--- config.mk ---
export PLATFORM = sky130hd
export DESIGN_NAME = mem_access_ctrl
export DESIGN_NICKNAME = d
export VERILOG_FILES = /design/src/rtl/mem_access_pkg.sv /design/src/rtl/mem_access_ctrl_store_lane_align.sv /design/src/rtl/mem_access_ctrl.sv
export SDC_FILE = /design/constraint.sdc
export NUM_CORES = 1
export LEC_CHECK = 0
export CORE_ASPECT_RATIO = 1.4
export CORE_UTILIZATION = 42
export DETAILED_ROUTE_END_ITERATION = 8
export GPL_TIMING_DRIVEN = 0
export PLACE_DENSITY = 0.8
export SYNTH_ARGS = -nofsm -noshare
export SYNTH_HDL_FRONTEND = slang
export SYNTH_SLANG_ARGS = --single-unit
--- constraint.sdc ---
create_clock -name clk -period 1.81 [get_ports clk]
set_input_delay 0.362 -clock clk [delete_from_list [all_inputs] [get_ports clk]]
set_output_delay 0.362 -clock clk [all_outputs]
set_load 0.01 [all_outputs]
--- src/rtl/mem_access_pkg.sv ---
// Shared encodings for the data-memory access controller: FSM states,
// access-size masks and the alignment rule.
package mem_access_pkg;

    localparam logic [1:0] ST_IDLE = 2'd0;
    localparam logic [1:0] ST_REQ  = 2'd1;
    localparam logic [1:0] ST_DONE = 2'd2;
    localparam logic [1:0] ST_ERR  = 2'd3;

    localparam logic [1:0] MASK_BYTE = 2'b00;
    localparam logic [1:0] MASK_HALF = 2'b01;
    localparam logic [1:0] MASK_WORD = 2'b10;

    // Halves need an even address; words (mask 2'b1x) need a 4-byte boundary.
    function automatic logic is_misaligned(input logic [1:0] mask, input logic [1:0] addr_lo);
        logic bad;
        bad = 1'b0;
        if (mask[1])
            bad = (addr_lo != 2'b00);
        else if (mask == MASK_HALF)
            bad = addr_lo[0];
        return bad;
    endfunction

endpackage

--- src/rtl/mem_access_ctrl_store_lane_align.sv ---
// Replicates right-justified store data across byte lanes and builds the
// little-endian byte enables for the addressed lanes.
module store_lane_align
    import mem_access_pkg::*;
(
    input  logic [31:0] wdata,
    input  logic [1:0]  addr_lo,
    input  logic [1:0]  mask,
    output logic [31:0] lane_wdata,
    output logic [3:0]  lane_be
);

    always_comb begin
        lane_wdata = wdata;
        lane_be    = 4'b1111;
        if (mask == MASK_BYTE) begin
            lane_wdata = {4{wdata[7:0]}};
            lane_be    = 4'b0001 << addr_lo;
        end else if (mask == MASK_HALF) begin
            lane_wdata = {2{wdata[15:0]}};
            lane_be    = addr_lo[1] ? 4'b1100 : 4'b0011;
        end
    end

endmodule

--- src/rtl/mem_access_ctrl.sv ---
// Load/store controller driving a word-wide RAM over req/ack, with alignment
// and timeout error reporting; load results are registered for RamLoadProc.
module mem_access_ctrl
    import mem_access_pkg::*;
#(
    parameter int TIMEOUT_CYCLES = 16
) (
    input  logic        clk,
    input  logic        rst_n,
    input  logic        start,
    input  logic        we,
    input  logic [31:0] addr,
    input  logic [31:0] wdata,
    input  logic [1:0]  mask,
    input  logic        signed_ext,
    output logic        busy,
    output logic        done,
    output logic        align_err,
    output logic        bus_err,
    output logic        ram_req,
    output logic        ram_we,
    output logic [31:0] ram_addr,
    output logic [31:0] ram_wdata,
    output logic [3:0]  ram_be,
    input  logic        ram_ack,
    input  logic [31:0] ram_rdata,
    output logic [31:0] ld_word,
    output logic [1:0]  ld_addr,
    output logic [1:0]  ld_mask,
    output logic        ld_signed
);

    localparam int CNT_W = (TIMEOUT_CYCLES > 1) ? $clog2(TIMEOUT_CYCLES) : 1;
    localparam logic [CNT_W-1:0] CNT_LAST = CNT_W'((TIMEOUT_CYCLES > 0) ? TIMEOUT_CYCLES - 1 : 0);

    logic [1:0]       state_q;
    logic             err_bus_q;
    logic [CNT_W-1:0] cnt_q;
    logic [1:0]       addr_lo_q;
    logic [1:0]       mask_q;
    logic             sext_q;
    logic [31:0]      lane_wdata;
    logic [3:0]       lane_be;

    store_lane_align u_lane (
        .wdata      (wdata),
        .addr_lo    (addr[1:0]),
        .mask       (mask),
        .lane_wdata (lane_wdata),
        .lane_be    (lane_be)
    );

    always_ff @(posedge clk or negedge rst_n) begin
        if (!rst_n) begin
            state_q   <= ST_IDLE;
            err_bus_q <= 1'b0;
            cnt_q     <= '0;
            addr_lo_q <= 2'b00;
            mask_q    <= 2'b00;
            sext_q    <= 1'b0;
            ram_we    <= 1'b0;
            ram_addr  <= '0;
            ram_wdata <= '0;
            ram_be    <= 4'b0000;
            ld_word   <= '0;
            ld_addr   <= 2'b00;
            ld_mask   <= 2'b00;
            ld_signed <= 1'b0;
        end else begin
            case (state_q)
                ST_IDLE: begin
                    if (start) begin
                        if (is_misaligned(mask, addr[1:0])) begin
                            state_q   <= ST_ERR;
                            err_bus_q <= 1'b0;
                        end else begin
                            state_q   <= ST_REQ;
                            cnt_q     <= '0;
                            ram_we    <= we;
                            ram_addr  <= {addr[31:2], 2'b00};
                            ram_wdata <= we ? lane_wdata : 32'h0;
                            ram_be    <= we ? lane_be : 4'b1111;
                            addr_lo_q <= addr[1:0];
                            mask_q    <= mask;
                            sext_q    <= signed_ext;
                        end
                    end
                end
                ST_REQ: begin
                    // Ack on the final allowed cycle still counts as success.
                    if (ram_ack) begin
                        state_q <= ST_DONE;
                        if (!ram_we) begin
                            ld_word   <= ram_rdata;
                            ld_addr   <= addr_lo_q;
                            ld_mask   <= mask_q;
                            ld_signed <= sext_q;
                        end
                    end else if (TIMEOUT_CYCLES != 0 && cnt_q == CNT_LAST) begin
                        state_q   <= ST_ERR;
                        err_bus_q <= 1'b1;
                    end else begin
                        cnt_q <= cnt_q + CNT_W'(1);
                    end
                end
                default: state_q <= ST_IDLE;
            endcase
        end
    end

    // Status and request strobes decode straight from the state flop so reset clears them at once.
    assign busy      = (state_q != ST_IDLE);
    assign ram_req   = (state_q == ST_REQ);
    assign done      = (state_q == ST_DONE);
    assign align_err = (state_q == ST_ERR) && !err_bus_q;
    assign bus_err   = (state_q == ST_ERR) && err_bus_q;

endmodule

* Yosys cells after proc, flatten, opt, wreduce, memory -nomap -nowiden *
Index checks and enable logic that the tools add are counted.
W data, S select, Z words.

storage, ports and cells
  register bits after elaboration = 116
  bits of input ports = 104
  output and inout bits = 111
  logic and storage cells = 69

operators by class
  add/sub/neg operators = 1
  equality and inequality tests = 12
  shifts and indexed selects = 1
  mux-type cells = 26
  bitwise operators = 2
  reductions and logical operators = 13

operators by type and width
  cell                   number
  $mux W32               3
  $mux W4                8
  $ne A2 B2 Y1 const B   5
  $reduce_and A5 Y1      2
  $mux W1                8
  $mux W2                4
  $pmux W4 S2            1
  $reduce_and A3 Y1      2
  $reduce_bool A2 Y1     3
  $add A4 B1 Y4 const B  1
  $eq A2 B1 Y1 const B   2
  $eq A2 B2 Y1 const B   2
  $eq A4 B4 Y1 const B   1
  $logic_not A2 Y1       2
  $pmux W2 S2            1
  $shl A1 B2 Y4 const A  1
  $ne A3 B1 Y1 const B   1
  $logic_and A1 B1 Y1    2
  $ne A2 B1 Y1 const B   1
  $not A1 Y1             2
  $pmux W1 S2            1
  $reduce_and A2 Y1      1
  $logic_not A1 Y1       1

* Longest topological paths before layout *
Gate-level depths: netlist of run 1.

  depth after elaboration = 8
  mapped depth = 7

* Modules after synthesis *
Synthesis of run 1 repeated with hierarchy kept, for this count alone.

unflattened totals
  cells, all modules = 422
  area, all modules = 5465.2 um^2

modules (own cells, without submodules)
  module            times used  cells an instance  area an instance (um^2)  seq. area each (um^2)
  mem_access_ctrl   1           362                4933.5                   2902.8
  store_lane_align  1           60                 531.8                    0.0

* Least setup slack after synthesis of run 1 *
No wires, ideal clock.

  path kind = reg2reg
  from = register cnt_q[0]
  to = register cnt_q[2]
  arrival = 1424 ps
  data required time = 1684 ps
  path slack = 260 ps
  stages on the path, launching flop included = 5
  buffers on the path = 0
  path through = dfrtp_1 > ha_1 > and3_1 > a211o_1 > a221o_1

on the way
  cells in the longest elaborated chain, start to end = 4

ends and longest elaborated chain
  item                      RTL line                source
  start: declaration        mem_access_ctrl.sv:38   logic [CNT_W-1:0] cnt_q;
  start signal: assignment  mem_access_ctrl.sv:103  cnt_q <= cnt_q + CNT_W'(1);
  $add A4 B1 Y4             mem_access_ctrl.sv:103
  $mux W4                   mem_access_ctrl.sv:99   end else if (TIMEOUT_CYCLES != 0 && cnt_q == CNT_LAST) begin
  $mux W4                   mem_access_ctrl.sv:91   if (ram_ack) begin
  $pmux W4 S2               mem_access_ctrl.sv:70   case (state_q)

Parallel ways exist; a longest one is shown, timed or not. The select of a mux whose other input is x is not followed.
A chain may end at the register's enable or synchronous reset.

* Worst setup path in the final report of run 1 *
  from = register state_q[1]
  to = output port ram_req

on the way
  cells in the longest elaborated chain, start to end = 1

ends and longest elaborated chain
  item                      RTL line                source
  start: declaration        mem_access_ctrl.sv:36   logic [1:0] state_q;
  start signal: assignment  mem_access_ctrl.sv:55   state_q <= ST_IDLE;
  start signal: assignment  mem_access_ctrl.sv:74   state_q <= ST_ERR;
  start signal: assignment  mem_access_ctrl.sv:77   state_q <= ST_REQ;
  $eq A2 B1 Y1              mem_access_ctrl.sv:113  assign ram_req = (state_q == ST_REQ);
  end: declaration          mem_access_ctrl.sv:20   output logic ram_req,

Every way passes these cells.

==> results of run 1 <==
==> cell families (layout without fill, tap and decap cells) <==
group | count (synthesis) | after routing | share of synthesized area (%)
other | 1 | 2 | 0.0754
DFF | 116 | 116 | 58.4
AOI/OAI and AO/OA | 40 | 40 | 5.69
muxes | 62 | 62 | 13.8
buffers and inverters | 34 | 282 | 3.57
and+or+nand+nor | 220 | 220 | 18.2
adders and majority gates | 1 | 1 | 0.252
==> state kept, by name, summed over array words and instances (netlist names) <==
register and cells:
cnt_q 4, ram_addr 30, ld_mask 2, ld_addr 2, state_q 2, sext_q 1, err_bus_q 1, ld_word 32
ram_wdata 32, addr_lo_q 2, ld_signed 1, mask_q 2, ram_be 4, ram_we 1
==> cell usage in the layout (no fill, tap or decap), types with 2 or more instances in the layout <==
cell type | Yosys | final
o21ai_0 | 13 | 13
clkinv_2 | 0 | 7
nand2_1 | 181 | 181
inv_1 | 4 | 4
clkbuf_16 | 0 | 17
clkbuf_1 | 10 | 9
dfrtp_1 | 116 | 115
clkinvlp_4 | 0 | 3
nand3_1 | 16 | 16
buf_6 | 1 | 3
nor3_1 | 2 | 2
nor2_1 | 8 | 7
clkbuf_4 | 0 | 2
clkbuf_2 | 0 | 3
clkdlybuf4s50_1 | 0 | 204
mux2i_1 | 8 | 8
dlygate4sd2_1 | 0 | 5
a21oi_1 | 4 | 4
buf_4 | 8 | 11
conb_1 | 1 | 2
buf_2 | 10 | 8
nor2_4 | 0 | 2
o31ai_1 | 2 | 2
mux2_2 | 54 | 54
a31oi_1 | 4 | 4
o2111ai_1 | 8 | 8
==> final cells by class <==
cell class              count  area (µm²)
plain buffers              29         175
clock buffers              20         447
clock inverters            11        87.6
fillers                   848        3540
inverters                   5        18.8
multi-input cells         325        1930
flip-flops and latches    116        2900
well taps                 144         180
repair buffers            217        2170
==> power by group <==
part	internal, µW	switching [µW]
clock	1890	1120
combinational	3010	2140
sequential	3810	685
==> what timing repair did <==
item                       in CTS  in global routing
setup endpoints to repair      45                 61
hold buffers                    1                  0
buffers inserted                0                  4
gates resized for setup        11                 12
hold endpoints to repair       41                  0
pin swaps                       0                  1
==> how the worst max path moves through the flow <==
stage                           from           end  slack [ns]
after floorplan             cnt_q[0]      cnt_q[2]        0.26
after global placement         rst_n   ram_addr[3]       -3.91
after detailed placement     addr[0]  addr_lo_q[1]       -0.45
after CTS                 state_q[1]       ram_req      -0.001
after global routing      state_q[0]          busy      -0.002
final                     state_q[1]       ram_req        0.04
==> routing by layer <==
layer / wire length [µm] / global-route usage (%)
met1: 5150 / 24.0
met2: 7160 / 40.6
met3: 995 / 6.83
met4: 356 / 9.59
met5: 0 / 0
==> per-stage QoR <==
stage                     setup TNS [ns]  setup slack [ns]  utilization (%)
after floorplan                        0             0.260                -
after detailed placement          -38.19            -0.453             63.7
after CTS                       -0.00112          -0.00112             68.5
after global placement           -489.55             -3.91             63.5
final                                  0            0.0404             69.1
after global routing            -0.00200          -0.00200             69.1
==> critical path: cells and delay by family (launching register included) <==
kind / cells / cell delay, ns
buffers and inverters: 2 / 0.37
and+or+nand+nor: 1 / 0.18
DFF: 1 / 0.45
==> results.md, run 1 <==
* Status: finished, final reports clean
* Max cap viols at 0
* Post-Synthesis Cells at 474
* WL/cell at 15.8 µm
* Dpl hpwl at 10,300 µm
* Initial antenna violation count at 0
* TritonCTS clock tree: built
* Largest net degree at the start of global routing at 76
* Total wire length at 13,700 µm
* Final instance area at 7910 µm²
* Number of global-route vias before repair at 4,378
* Placed cells at 831
* Worst skew pair latency at 0.40 ns
* Fin crit period at 1.77 ns
* CTS Buffer Depth at 2
* Hold crit path type: input pin to flip-flop
* Clk root buf: clkbuf_16
* Io pins at 215
* CP max-delay cell: dfrtp_2
* Endpoint class of the critical path: output port
* Reg-to-reg slack, setup at 0.14 ns
* Yosys top cell by area: dfrtp_1
* RSZ-0062 raised after global routing: yes
* Slew margin rel. at 63.0%
* Finish-stage setup viols at 0
* First-pass GRT wire length at 21,000 µm
* Synth Flop Type: dfrtp_1
* Crit-path max cell delay at 0.45 ns
* Netlist cell types at 41
* Post-synth EDFFs at 0
* Peak VDD IR at 775 µV
* Drt first-iter violations at 162
* Post-synth top cells: nand2_1 (181), dfrtp_1 (116), mux2_2 (54)
* Area Growth Syn to Fin at 59.1%
* Post-synthesis cell area at 4970 µm²
* CTS H-tree depth at 4
* Placed Area at 7290 µm²
* Slew @ Worst Pin at 0.554 ns
* DR vias at 4,370
* WS Path Type: flip-flop to output port
* DIE WIDTH at 94.0 µm
* Worst Reg-to-Reg Cells at 5
* Reg-to-Reg Start: state_q[1]
* Flops & latches, synth at 116
* Count of final max-slew check failures at 0
* Finished Layout Cells at 867
* Antenna Nets Post-Route at 0
* Register area share after synthesis at 58.4%
* Hold path startpoint: we
* Worst EP required at 1.45 ns
* Nets at 816
* Total track usage at 22.4%
* Hold Crit Endpoint: ram_wdata[0]
* Worst r2r dst: ld_word[17]
* Drc violations at 0
* FFs w/ async S/R, synth at 100%
* Gpl congestion at 0.819
* Synth Area per Inst at 10.5 µm²
* Drt first pass iters at 4
* Clock sink total at 116
* Core Area at 11,500 µm²
* Die Ht at 131 µm
* Total congestion overflow at 0
* Leakage power total at 0.00366 µW
* Top post-synthesis cells by area: dfrtp_1 (58%), nand2_1 (14%), mux2_2 (12%), mux2i_1 (1.6%), nand3_1 (1.6%)
* Hold slack at 0.347 ns
* Rows at 46
* Full die area at 12,300 µm²
* Setup Skew at 0.00712 ns
* DR vias/cell at 5.04
* Port Buf Inserts at 211
* Final hold viol count at 0
* Crit path cell chain: nand2b_4 -> inv_1 -> clkdlybuf4s15_1
* Pwr dens at 1600 nW/µm²
* Worst-path clk slew at 0.05 ns
* Ys Warns at 0
* Yosys top cell area share at 58.4%
* Worst-path fanout max at 6
* Achievable Freq at 0.565 GHz
* Ratio of cells with drive above 1 in the final layout at 17.2%
* TritonCTS Buffers at 17
* Number of diodes at 0
* Worst EP arrival at 1.41 ns
* CP Launch Type: flip-flop
* Total Power at 12,700 µW
* Most frequent cell after synthesis: nand2_1
* Worst Hold Depth at 3
* Initial Util at 43.4%
* Final Cycle Share at 97.8%
(Power assumes the default switching activity.)
==> inputs of run 2 (changes only) <==
--- a/config.mk
+++ b/config.mk
@@ -6,6 +6,7 @@
 export NUM_CORES = 1
 export LEC_CHECK = 0
 export CORE_ASPECT_RATIO = 1.4
+export CORE_MARGIN = 3
 export CORE_UTILIZATION = 42
 export DETAILED_ROUTE_END_ITERATION = 8
 export GPL_TIMING_DRIVEN = 0
==> run 2 against run 1 <==
The run now ends with negative setup slack left. Fmax down 3.4%. Total power up 3.3%. Wire length up 5.7%. Critical path depth up 2. Critical endpoint is now ld_word[24]. Largest cell class unchanged. Largest power group unchanged.
==> results.md, run 2 (synthesized netlist as in run 1, its figures left out) <==
* Status: finished, violations left
* Failing checks: negative setup slack
* DR vias/cell at 5.02
* Total wire length at 14,400 µm
* Clock sink total at 116
* Slew margin rel. at 61.6%
* Achievable Freq at 0.546 GHz
* Total Power at 13,100 µW
* Leakage power total at 0.00368 µW
* Count of final max-slew check failures at 0
* Total congestion overflow at 0
* Final Cycle Share at 101%
* Core Area at 11,500 µm²
* Final setup TNS at -0.127 ns
* Area Growth Syn to Fin at 60.3%
* Fillers at 877
* Final hold viol count at 0
* Drt first-iter violations at 213
* First-pass GRT wire length at 23,600 µm
* Drt first pass iters at 7
* Hold path startpoint: we
* Clk root buf: clkbuf_16
* Number of global-route vias before repair at 4,657
* Drc violations at 0
* CTS H-tree depth at 4
* Worst EP arrival at 2.11 ns
* Finish-stage setup viols at 10
* Die Ht at 135 µm
* Largest net degree at the start of global routing at 76
* Initial Util at 43.4%
* Worst-path fanout max at 10
* Peak VDD IR at 682 µV
* Nets at 816
* Core Util, Final at 69.6%
* DR vias at 4,350
* DIE WIDTH at 98.0 µm
* Number of diodes at 0
* Pwr dens at 1640 nW/µm²
* Worst Reg-to-Reg Cells at 5
* Dpl hpwl at 10,900 µm
* Max cap viols at 0
* WS Path Type: flip-flop to flip-flop
* TritonCTS Buffers at 17
* Ratio of cells with drive above 1 in the final layout at 16.9%
* Fin crit period at 1.83 ns
* Setup WS post-layout at -0.0213 ns
* Io pins at 215
* WL/cell at 16.7 µm
* Reg-to-Reg Start: state_q[1]
* Worst skew pair latency at 0.40 ns
* Port Buf Inserts at 211
* Initial antenna violation count at 0
* Antenna Nets Post-Route at 0
* Worst Hold Depth at 3
* Reg-to-reg slack, setup at -0.02 ns
* CP Launch Type: flip-flop
* Total track usage at 22.3%
* TritonCTS clock tree: built
* Full die area at 13,200 µm²
* Worst EP required at 2.09 ns
* Endpoint class of the critical path: flip-flop
* Hold Crit Endpoint: ram_wdata[0]
* Setup Skew at 0.00681 ns
* Worst-path clk slew at 0.05 ns
* Commonest non-fill, non-tap cells in the layout: clkdlybuf4s50_1 (204), nand2_1 (181), dfrtp_1 (115)
* Hold crit path type: input pin to flip-flop
* Rows at 46
* Largest regs: ld_word x32, ram_wdata x32, ram_addr x30
* Gpl congestion at 0.837
* Worst r2r dst: ld_word[24]
* Slew @ Worst Pin at 0.576 ns
* CTS Buffer Depth at 2
* Commonest non-fill, non-tap cell in the layout: clkdlybuf4s50_1
[run 2: critical path: stages, from the launching register on]
cell	delay, ns
dfrtp_2	0.45
nand2b_4	0.19
nor3b_1	0.27
buf_4	0.24
buf_4	0.21
mux2_2	0.35
[run 2: stage by stage]
stage                     setup WS, ns  cells  hold slack (ns)  cell area, µm²
after global routing           -0.0535    867            0.368            7970
final                          -0.0213    867            0.327            7970
after detailed placement        -0.463    831            0.394            7290
after CTS                    -0.000800    863            0.311            7920
after global placement           -3.86    830            0.454            7270
after floorplan                  0.260    475           0.0664            4980
[run 2: how the worst max path moves through the flow]
stage / start / end / slack (ns) / cells past startpoint
finish: state_q[1] / ld_word[24] / -0.02 / 5
global route: state_q[1] / ld_word[19] / -0.05 / 5
CTS: state_q[1] / ld_word[26] / -0.0008 / 5
detailed placement: addr[0] / addr_lo_q[1] / -0.46 / 5
global placement: rst_n / ram_addr[21] / -3.86 / 1
floorplan: cnt_q[0] / cnt_q[2] / 0.26 / 4
[run 2: where the power goes]
group / leakage, µW / switching (µW) / internal (µW)
Sequential: 0.00144 / 689 / 3810
Combinational: 0.00195 / 2190 / 3010
Clock: 0.000289 / 1110 / 2280
[run 2: per-layer routing]
metal | GRT usage, % | part of all wire [%] | wire length [µm]
met5 | 0 | 0 | 0
met4 | 8.47 | 2.6 | 374
met3 | 7.29 | 7.7 | 1110
met2 | 39.3 | 52 | 7460
met1 | 24.9 | 38 | 5490
[run 2: layout make-up]
| class | instances | area, µm² | area share, % |
|---|---|---|---|
| Sequential cell | 116 | 2900 | 36.4 |
| Timing Repair Buffer | 217 | 2170 | 27.3 |
| Multi-Input combinational cell | 325 | 1920 | 24.1 |
| Clock buffer | 20 | 437 | 5.48 |
| Tap cell | 144 | 180 | 2.26 |
| Buffer | 29 | 175 | 2.20 |
| Clock inverter | 11 | 160 | 2.01 |
| Inverter | 5 | 18.8 | 0.235 |
[run 2: what timing repair did]
| action | CTS | global route |
|---|---|---|
| setup buffers | 0 | 4 |
| hold endpoints to repair | 41 | 0 |
| resized for setup | 15 | 7 |
| endpoints found under the setup margin | 23 | 46 |
| hold buffers | 1 | 0 |
| pin swaps | 0 | 1 |
